<file path="config.mk">
export PLATFORM = sky130hd
export DESIGN_NAME = cu_mc
export DESIGN_NICKNAME = d
export VERILOG_FILES = /design/src/rtl/cu_mc.sv
export SDC_FILE = /design/constraint.sdc
export NUM_CORES = 1
export LEC_CHECK = 0
export BUFFER_PORTS_ARGS = -buffer_cell sky130_fd_sc_hd__buf_2
export CORE_MARGIN = 8
export CORE_UTILIZATION = 48
export DETAILED_ROUTE_END_ITERATION = 7
export GPL_TIMING_DRIVEN = 0
export PLACE_DENSITY = 0.85
export RECOVER_POWER = 50
export SLEW_MARGIN = 20
export SYNTH_ARGS = -nofsm -noshare
export SYNTH_HDL_FRONTEND = slang
export SYNTH_SLANG_ARGS = --single-unit
</file>
<file path="constraint.sdc">
create_clock -name clk -period 2.75 [get_ports clk]
set_input_delay 0.4125 -clock clk [delete_from_list [all_inputs] [get_ports clk]]
set_output_delay 0.4125 -clock clk [all_outputs]
set_load 0.02 [all_outputs]
</file>
<file path="src/rtl/cu_mc.sv">
// Multi-cycle CPU control unit. It decodes the instruction register and drives
// the datapath control word. It supports memory/IO wait states, a counter-driven
// multi-bit shift (XXL), a resumable halt and flagging of undecoded opcodes.

package mycpu_pkg;
  typedef enum logic [6:0] {
    OP_MOVA = 7'h00, OP_INC  = 7'h01, OP_ADD  = 7'h02, OP_SUB  = 7'h05,
    OP_DEC  = 7'h06, OP_AND  = 7'h08, OP_OR   = 7'h09, OP_XOR  = 7'h0A,
    OP_NOT  = 7'h0B, OP_MOVB = 7'h0C, OP_SHR  = 7'h0D, OP_SHL  = 7'h0E,
    OP_CLR  = 7'h0F, OP_LD   = 7'h10, OP_IOR  = 7'h11, OP_ST   = 7'h20,
    OP_IOW  = 7'h21, OP_XXL  = 7'h3E, OP_ADI  = 7'h42, OP_LDI  = 7'h4C,
    OP_BRZ  = 7'h60, OP_BRN  = 7'h61, OP_JMP  = 7'h70, OP_HAL  = 7'h7E
  } opcode_t;
endpackage

module cu_mc
  import mycpu_pkg::*;
#(
  parameter int IW  = 16,
  parameter int RAW = 3,
  parameter int SCW = 4
) (
  input  logic                 clk,
  input  logic                 rst_n,
  input  logic [IW-1:0]        ins_in,
  input  logic                 z_in,
  input  logic                 n_in,
  input  logic                 rdy_in,
  input  logic                 resume_in,
  output logic                 il_out,
  output logic [1:0]           ps_out,
  output logic                 rw_out,
  output logic [3*(RAW+1)-1:0] rs_out,
  output logic                 mm_out,
  output logic [1:0]           md_out,
  output logic                 mb_out,
  output logic [3:0]           fs_out,
  output logic                 wen_out,
  output logic                 iom_out,
  output logic                 req_out,
  output logic                 halted_out,
  output logic                 illegal_out
);

  typedef enum logic [2:0] {S_RST, S_INF, S_EX0, S_WAIT, S_SHF, S_HLT} state_t;

  state_t                 state;
  logic [SCW-1:0]         cnt;
  opcode_t                opc;
  logic [SCW-1:0]         count;
  logic [3*(RAW+1)-1:0]   rs_sel;
  logic                   is_rd;
  logic                   is_wr;
  logic                   is_io;

  assign opc    = opcode_t'(ins_in[IW-1:IW-7]);
  assign count  = ins_in[SCW-1:0];
  assign rs_sel = {1'b0, ins_in[3*RAW-1:2*RAW], 1'b0, ins_in[2*RAW-1:RAW],
                   1'b0, ins_in[RAW-1:0]};
  // Memory/IO transaction classes, shared by EX0 and WAIT.
  assign is_rd  = (opc == OP_LD) || (opc == OP_IOR);
  assign is_wr  = (opc == OP_ST) || (opc == OP_IOW);
  assign is_io  = (opc == OP_IOR) || (opc == OP_IOW);

  // State sequencing and XXL shift counter.
  always_ff @(posedge clk or negedge rst_n) begin
    if (!rst_n) begin
      state <= S_RST;
      cnt   <= '0;
    end else begin
      case (state)
        S_RST: state <= S_INF;
        S_INF: state <= S_EX0;
        S_EX0: begin
          if (is_rd || is_wr) begin
            state <= rdy_in ? S_INF : S_WAIT;
          end else if (opc == OP_XXL) begin
            if (count == '0) begin
              state <= S_INF;
            end else begin
              cnt   <= count;
              state <= S_SHF;
            end
          end else if (opc == OP_HAL) begin
            state <= S_HLT;
          end else begin
            state <= S_INF;
          end
        end
        S_WAIT: if (rdy_in) state <= S_INF;
        S_SHF: begin
          cnt <= cnt - SCW'(1);
          if (cnt == SCW'(1)) state <= S_INF;
        end
        S_HLT: if (resume_in) state <= S_INF;
        default: state <= S_RST;
      endcase
    end
  end

  // Control word: idle values first, then overridden per state and opcode.
  always_comb begin
    il_out      = 1'b0;
    ps_out      = 2'b00;
    rw_out      = 1'b0;
    rs_out      = '0;
    mm_out      = 1'b0;
    md_out      = 2'b00;
    mb_out      = 1'b0;
    fs_out      = 4'b0000;
    wen_out     = 1'b1;
    iom_out     = 1'b0;
    req_out     = 1'b0;
    halted_out  = 1'b0;
    illegal_out = 1'b0;
    case (state)
      S_INF: il_out = 1'b1;
      S_EX0: begin
        rs_out = rs_sel;
        fs_out = ins_in[IW-4:IW-7];
        case (opc)
          OP_MOVA, OP_INC, OP_ADD, OP_SUB, OP_DEC, OP_AND, OP_OR, OP_XOR,
          OP_NOT, OP_MOVB, OP_SHR, OP_SHL, OP_CLR: begin
            rw_out = 1'b1;
            ps_out = 2'b01;
          end
          OP_LDI, OP_ADI: begin
            rw_out = 1'b1;
            ps_out = 2'b01;
            mb_out = 1'b1;
          end
          OP_LD, OP_IOR, OP_ST, OP_IOW: begin
            req_out = 1'b1;
            iom_out = is_io;
            wen_out = !is_wr;
            md_out  = (opc == OP_LD) ? 2'b01 : 2'b00;
            if (rdy_in) begin
              rw_out = is_rd;
              ps_out = 2'b01;
            end
          end
          OP_BRZ: ps_out = z_in ? 2'b10 : 2'b01;
          OP_BRN: ps_out = n_in ? 2'b10 : 2'b01;
          OP_JMP: ps_out = 2'b11;
          OP_XXL: ps_out = (count == '0) ? 2'b01 : 2'b00;
          OP_HAL: ps_out = 2'b01;
          default: begin
            rs_out      = '0;
            fs_out      = 4'b0000;
            illegal_out = 1'b1;
            ps_out      = 2'b01;
          end
        endcase
      end
      S_WAIT: begin
        // The IR is frozen here (il=0), so the decode still describes the
        // outstanding transaction.
        rs_out  = rs_sel;
        req_out = 1'b1;
        iom_out = is_io;
        wen_out = !is_wr;
        md_out  = (opc == OP_LD) ? 2'b01 : 2'b00;
        if (rdy_in) begin
          rw_out = is_rd;
          ps_out = 2'b01;
        end
      end
      S_SHF: begin
        rw_out = 1'b1;
        fs_out = 4'b1110;
        rs_out = rs_sel;
        if (cnt == SCW'(1)) ps_out = 2'b01;
      end
      S_HLT: halted_out = 1'b1;
      default: ;
    endcase
  end

endmodule
</file>
==> impl_metrics.sql <==
INSERT INTO impl_metrics (metric_group, metric, value, unit) VALUES
('run_status', 'run_status', 'finished clean', ''),
('cts', 'clk_transition_reported_paths', '50', 'ps'),
('floorplanning', 'fp-row-count', '16', ''),
('floorplanning', 'effective_utilization_at_floorplan', '49.74', '%'),
('yosys', 'synth-seq-cells', '7', ''),
('global_routing', 'grt_util_all_layers', '15.73', '%'),
('timing', 'layout_min_cycle_time', '2550', 'ps'),
('floorplanning', 'core-area', '0.001922', 'mm2'),
('yosys', 'synthArstFlopShare', '100.0', '%'),
('yosys', 'compound_gate_fraction_of_synth_area', '30.37', '%'),
('final_layout', 'share_of_cells_above_drive_strength_1', '32.96', '%'),
('place', 'place_inst', '201', ''),
('setup_path', 'critical_path.endpoint_type', 'primary output', ''),
('global_routing', 'grt.overflow.total', '0', ''),
('global_routing', 'grt_start_max_net_pins', '11', ''),
('yosys', 'synth_top_family_by_area', 'simple AND/OR/NAND/NOR gates', ''),
('yosys', 'synth_simple_gate_area_share', '35.86', '%'),
('timing', 'final_max_slew_viol_count', '0', ''),
('drt', 'route.layer.met1.wl', '1302', 'um'),
('yosys', 'xor_xnor_portion_of_the_synthesized_cell_area', '0.9162', '%'),
('floorplanning', 'die_w', '60.63', 'um'),
('yosys', 'synth_seq_area_share', '18.32', '%'),
('drt', 'top_layer', 'met3', ''),
('setup_path', 'arrival', '2140', 'ps'),
('cts', 'htree_levels', '1', ''),
('place', 'finalWeightedCongestion', '0.8887', ''),
('cts', 'tritoncts_num_sinks', '7', ''),
('drt', 'drtPass1Iterations', '4', ''),
('global_routing', 'global_route_wire_length_before_repair', '4519', 'um'),
('yosys', 'yosys_warning_count', '0', ''),
('power', 'power.internal', '258.0', 'uW'),
('drt', 'total_number_of_vias', '1123', ''),
('yosys', 'muxShareOfSynthArea', '2.094', '%'),
('final_layout', 'finalInstanceArea', '0.001242', 'mm2'),
('setup_path', 'required', '2340', 'ps'),
('floorplanning', 'io_pins', '51', ''),
('cts', 'ctsRootBufferMaster', 'sky130_fd_sc_hd__clkbuf_4', ''),
('setup_path', 'cpPeakStageDelay', '480', 'ps'),
('timing', 'share_of_the_clock_period_used_by_the_worst_path_after_layout', '92.73', '%'),
('power', 'combPwrFrac', '51.2', '%'),
('setup_path', 'critical_path_class', 'in -> out', ''),
('setup_path', 'start_kind', 'input port', ''),
('min_path', 'timing.hold.worst.class', 'in -> reg', ''),
('yosys', 'post_synth_num_cell_types', '45', ''),
('yosys', 'area_of_the_mapped_netlist', '955.9', 'um2'),
('global_routing', 'antenna_found_initial', '0', ''),
('final_layout', 'fin_nets', '204', ''),
('power', 'power_per_cell_area', '361.6', 'mW/mm2'),
('power', 'clock_power_share', '20.6', '%'),
('timing', 'setup_violations', '0', ''),
('final_layout', 'antenna_cells', '0', ''),
('yosys', 'synth_area_per_cell', '7.587', 'um2'),
('timing', 'worst_clock_skew', '4.780', 'ps'),
('setup_path', 'critPathSlowestCell', 'sky130_fd_sc_hd__nor3b_1', ''),
('power', 'seq_power_share', '28.2', '%'),
('place', 'place_hpwl', '2349', 'um'),
('timing', 'worst_relative_slew_slack', '62.51', '%'),
('drt', 'dr_wl_met2', '1382', 'um'),
('place', 'placedInstanceArea', '0.001225', 'mm2'),
('drt', 'ant_nets', '0', ''),
('timing', 'tightest_slew', '559.8', 'ps'),
('yosys', 'synth_adder_area_share', '2.618', '%'),
('yosys', 'synth_ff_type', 'sky130_fd_sc_hd__dfrtp_1', ''),
('drt', 'routed-wl-met3', '245', 'um'),
('drt', 'drt_wl_cell', '14.22', 'um'),
('cts', 'cts_tree', 'yes', ''),
('power', 'vdd.ir_drop.worst', '0.2794', 'mV'),
('drt', 'drc_violations_left', '0', ''),
('flow_run', 'max_cap_viol_count', '0', ''),
('timing', 'rsz0062_at_grt', 'no', ''),
('setup_path', 'worst_path_most_repeated_cell', 'sky130_fd_sc_hd__buf_2', '');
## power groups by stage
| stage | Sequential [mW] | Combinational (mW) | Clock (mW) |
|---|---|---|---|
| 2_1_floorplan | 0.125 | 0.158 | 0 |
| 3_3_place_gp | 0.128 | 0.225 | 0 |
| 3_5_place_dp | 0.128 | 0.230 | 0 |
| 4_1_cts | 0.127 | 0.232 | 0.0940 |
| 5_1_grt | 0.129 | 0.250 | 0.103 |
| 6_report | 0.127 | 0.230 | 0.0923 |
## per-stage QoR
step | utilization [%] | power (mW) | worst slack, ps | hold WS (ps)
floorplan | - | 0.2831 | 298.3 | 116.9
global placement | 63.74 | 0.3522 | 468.9 | 249.8
detailed placement | 63.74 | 0.3588 | 422.9 | 250.3
CTS | 65.63 | 0.4530 | 323.7 | 384.3
global route | 64.65 | 0.4812 | 166.5 | 382.2
finish | 64.65 | 0.4492 | 199.8 | 390.2
## state kept, by name (all words and copies together) (netlist names)
signal and count:
state 3, cnt 4
## synthesized netlist by cell type (2+ instances only)
master,n,area share (%)
sky130_fd_sc_hd__a211oi_1,2,1.6
sky130_fd_sc_hd__a21boi_0,10,7.9
sky130_fd_sc_hd__a21oi_1,4,2.1
sky130_fd_sc_hd__a31o_1,3,2.7
sky130_fd_sc_hd__and3_1,3,2.0
sky130_fd_sc_hd__buf_2,6,3.1
sky130_fd_sc_hd__buf_4,5,3.9
sky130_fd_sc_hd__clkbuf_1,2,0.79
sky130_fd_sc_hd__dfrtp_1,7,18
sky130_fd_sc_hd__ha_1,2,2.6
sky130_fd_sc_hd__inv_1,4,1.6
sky130_fd_sc_hd__mux2i_1,2,2.1
sky130_fd_sc_hd__nand2_1,10,3.9
sky130_fd_sc_hd__nand2b_1,3,2.0
sky130_fd_sc_hd__nand3_1,4,2.1
sky130_fd_sc_hd__nand4b_1,2,1.8
sky130_fd_sc_hd__nor2_1,15,5.9
sky130_fd_sc_hd__nor2_4,2,2.4
sky130_fd_sc_hd__nor2b_1,3,2.0
sky130_fd_sc_hd__nor3_1,4,2.1
sky130_fd_sc_hd__nor3b_1,3,2.4
sky130_fd_sc_hd__o21ai_0,5,2.6
sky130_fd_sc_hd__o21ai_1,2,1.0
sky130_fd_sc_hd__o221a_2,2,2.4
## worst max-delay path: cells and delay by family
kind,cells,cell delay [ps]
AND/OR/NAND/NOR,2,930
buffers and inverters,2,340
AO/OA/AOI/OAI,3,450
## per-layer routing
| layer | GRT usage (%) | up-vias |
|---|---|---|
| met5 | 0 | - |
| met2 | 26.70 | 54 |
| li1 | - | 560 |
| met4 | 1.993 | 0 |
| met1 | 18.50 | 509 |
| met3 | 6.356 | 0 |
## worst paths after layout
check | to | from | cells past startpoint | slack (ps)
setup / recovery | ps_out[0] | ins_in[10] | 7 | 200
setup reg to reg | cnt[0] | state[2] | 5 | 780
max in group asynchronous | cnt[3] | rst_n | 2 | 1890
min in group asynchronous | cnt[1] | rst_n | 2 | 580
hold reg to reg | cnt[3] | cnt[3] | 1 | 580
hold / removal | state[1] | rdy_in | 2 | 390
## what timing repair did
action                    CTS  global route
gates resized for setup     0             0
hold buffers                1             0
setup buffers               0             0
hold endpoints to repair    7             0
## layout make-up
| type | count | area (um2) | area share [%] |
|---|---|---|---|
| multi-input combinational | 106 | 695.7 | 55.99 |
| timing repair buffer | 45 | 221.5 | 17.82 |
| sequential | 7 | 175.2 | 14.10 |
| buffer | 13 | 75.07 | 6.042 |
| tap | 27 | 33.78 | 2.719 |
| clock buffer | 4 | 26.28 | 2.115 |
| inverter | 4 | 15.01 | 1.208 |
## logic make-up (layout without fill, tap and decap cells)
kind of cell	count (synthesis)	in the layout
adder cells (fa/ha/maj)	2	2
XOR/XNOR	1	1
buffers and inverters	17	66
AO/OA/AOI/OAI	37	37
flip-flops	7	7
other	1	5
multiplexers	2	2
AND/OR/NAND/NOR	59	59
## cell usage in the layout, fill, tap and decap left out, types with 2 or more instances in the layout
cell	n
sky130_fd_sc_hd__nand2_1	10
sky130_fd_sc_hd__nor2b_1	3
sky130_fd_sc_hd__ha_1	2
sky130_fd_sc_hd__clkbuf_4	3
sky130_fd_sc_hd__clkbuf_1	10
sky130_fd_sc_hd__inv_1	4
sky130_fd_sc_hd__dfrtp_1	7
sky130_fd_sc_hd__a211oi_1	2
sky130_fd_sc_hd__nand4b_1	2
sky130_fd_sc_hd__a31o_1	3
sky130_fd_sc_hd__o221a_2	2
sky130_fd_sc_hd__buf_2	43
sky130_fd_sc_hd__o21ai_0	5
sky130_fd_sc_hd__nor2_1	15
sky130_fd_sc_hd__nand3_1	5
sky130_fd_sc_hd__nor3_1	5
sky130_fd_sc_hd__buf_4	5
sky130_fd_sc_hd__nor3b_1	3
sky130_fd_sc_hd__nor2_4	2
sky130_fd_sc_hd__a21oi_1	4
sky130_fd_sc_hd__nand2b_1	3
sky130_fd_sc_hd__a21boi_0	10
sky130_fd_sc_hd__o21ai_1	2
sky130_fd_sc_hd__mux2i_1	2
sky130_fd_sc_hd__conb_1	5
sky130_fd_sc_hd__and3_1	3
No activity file was read; power rests on OpenSTA's default activity.
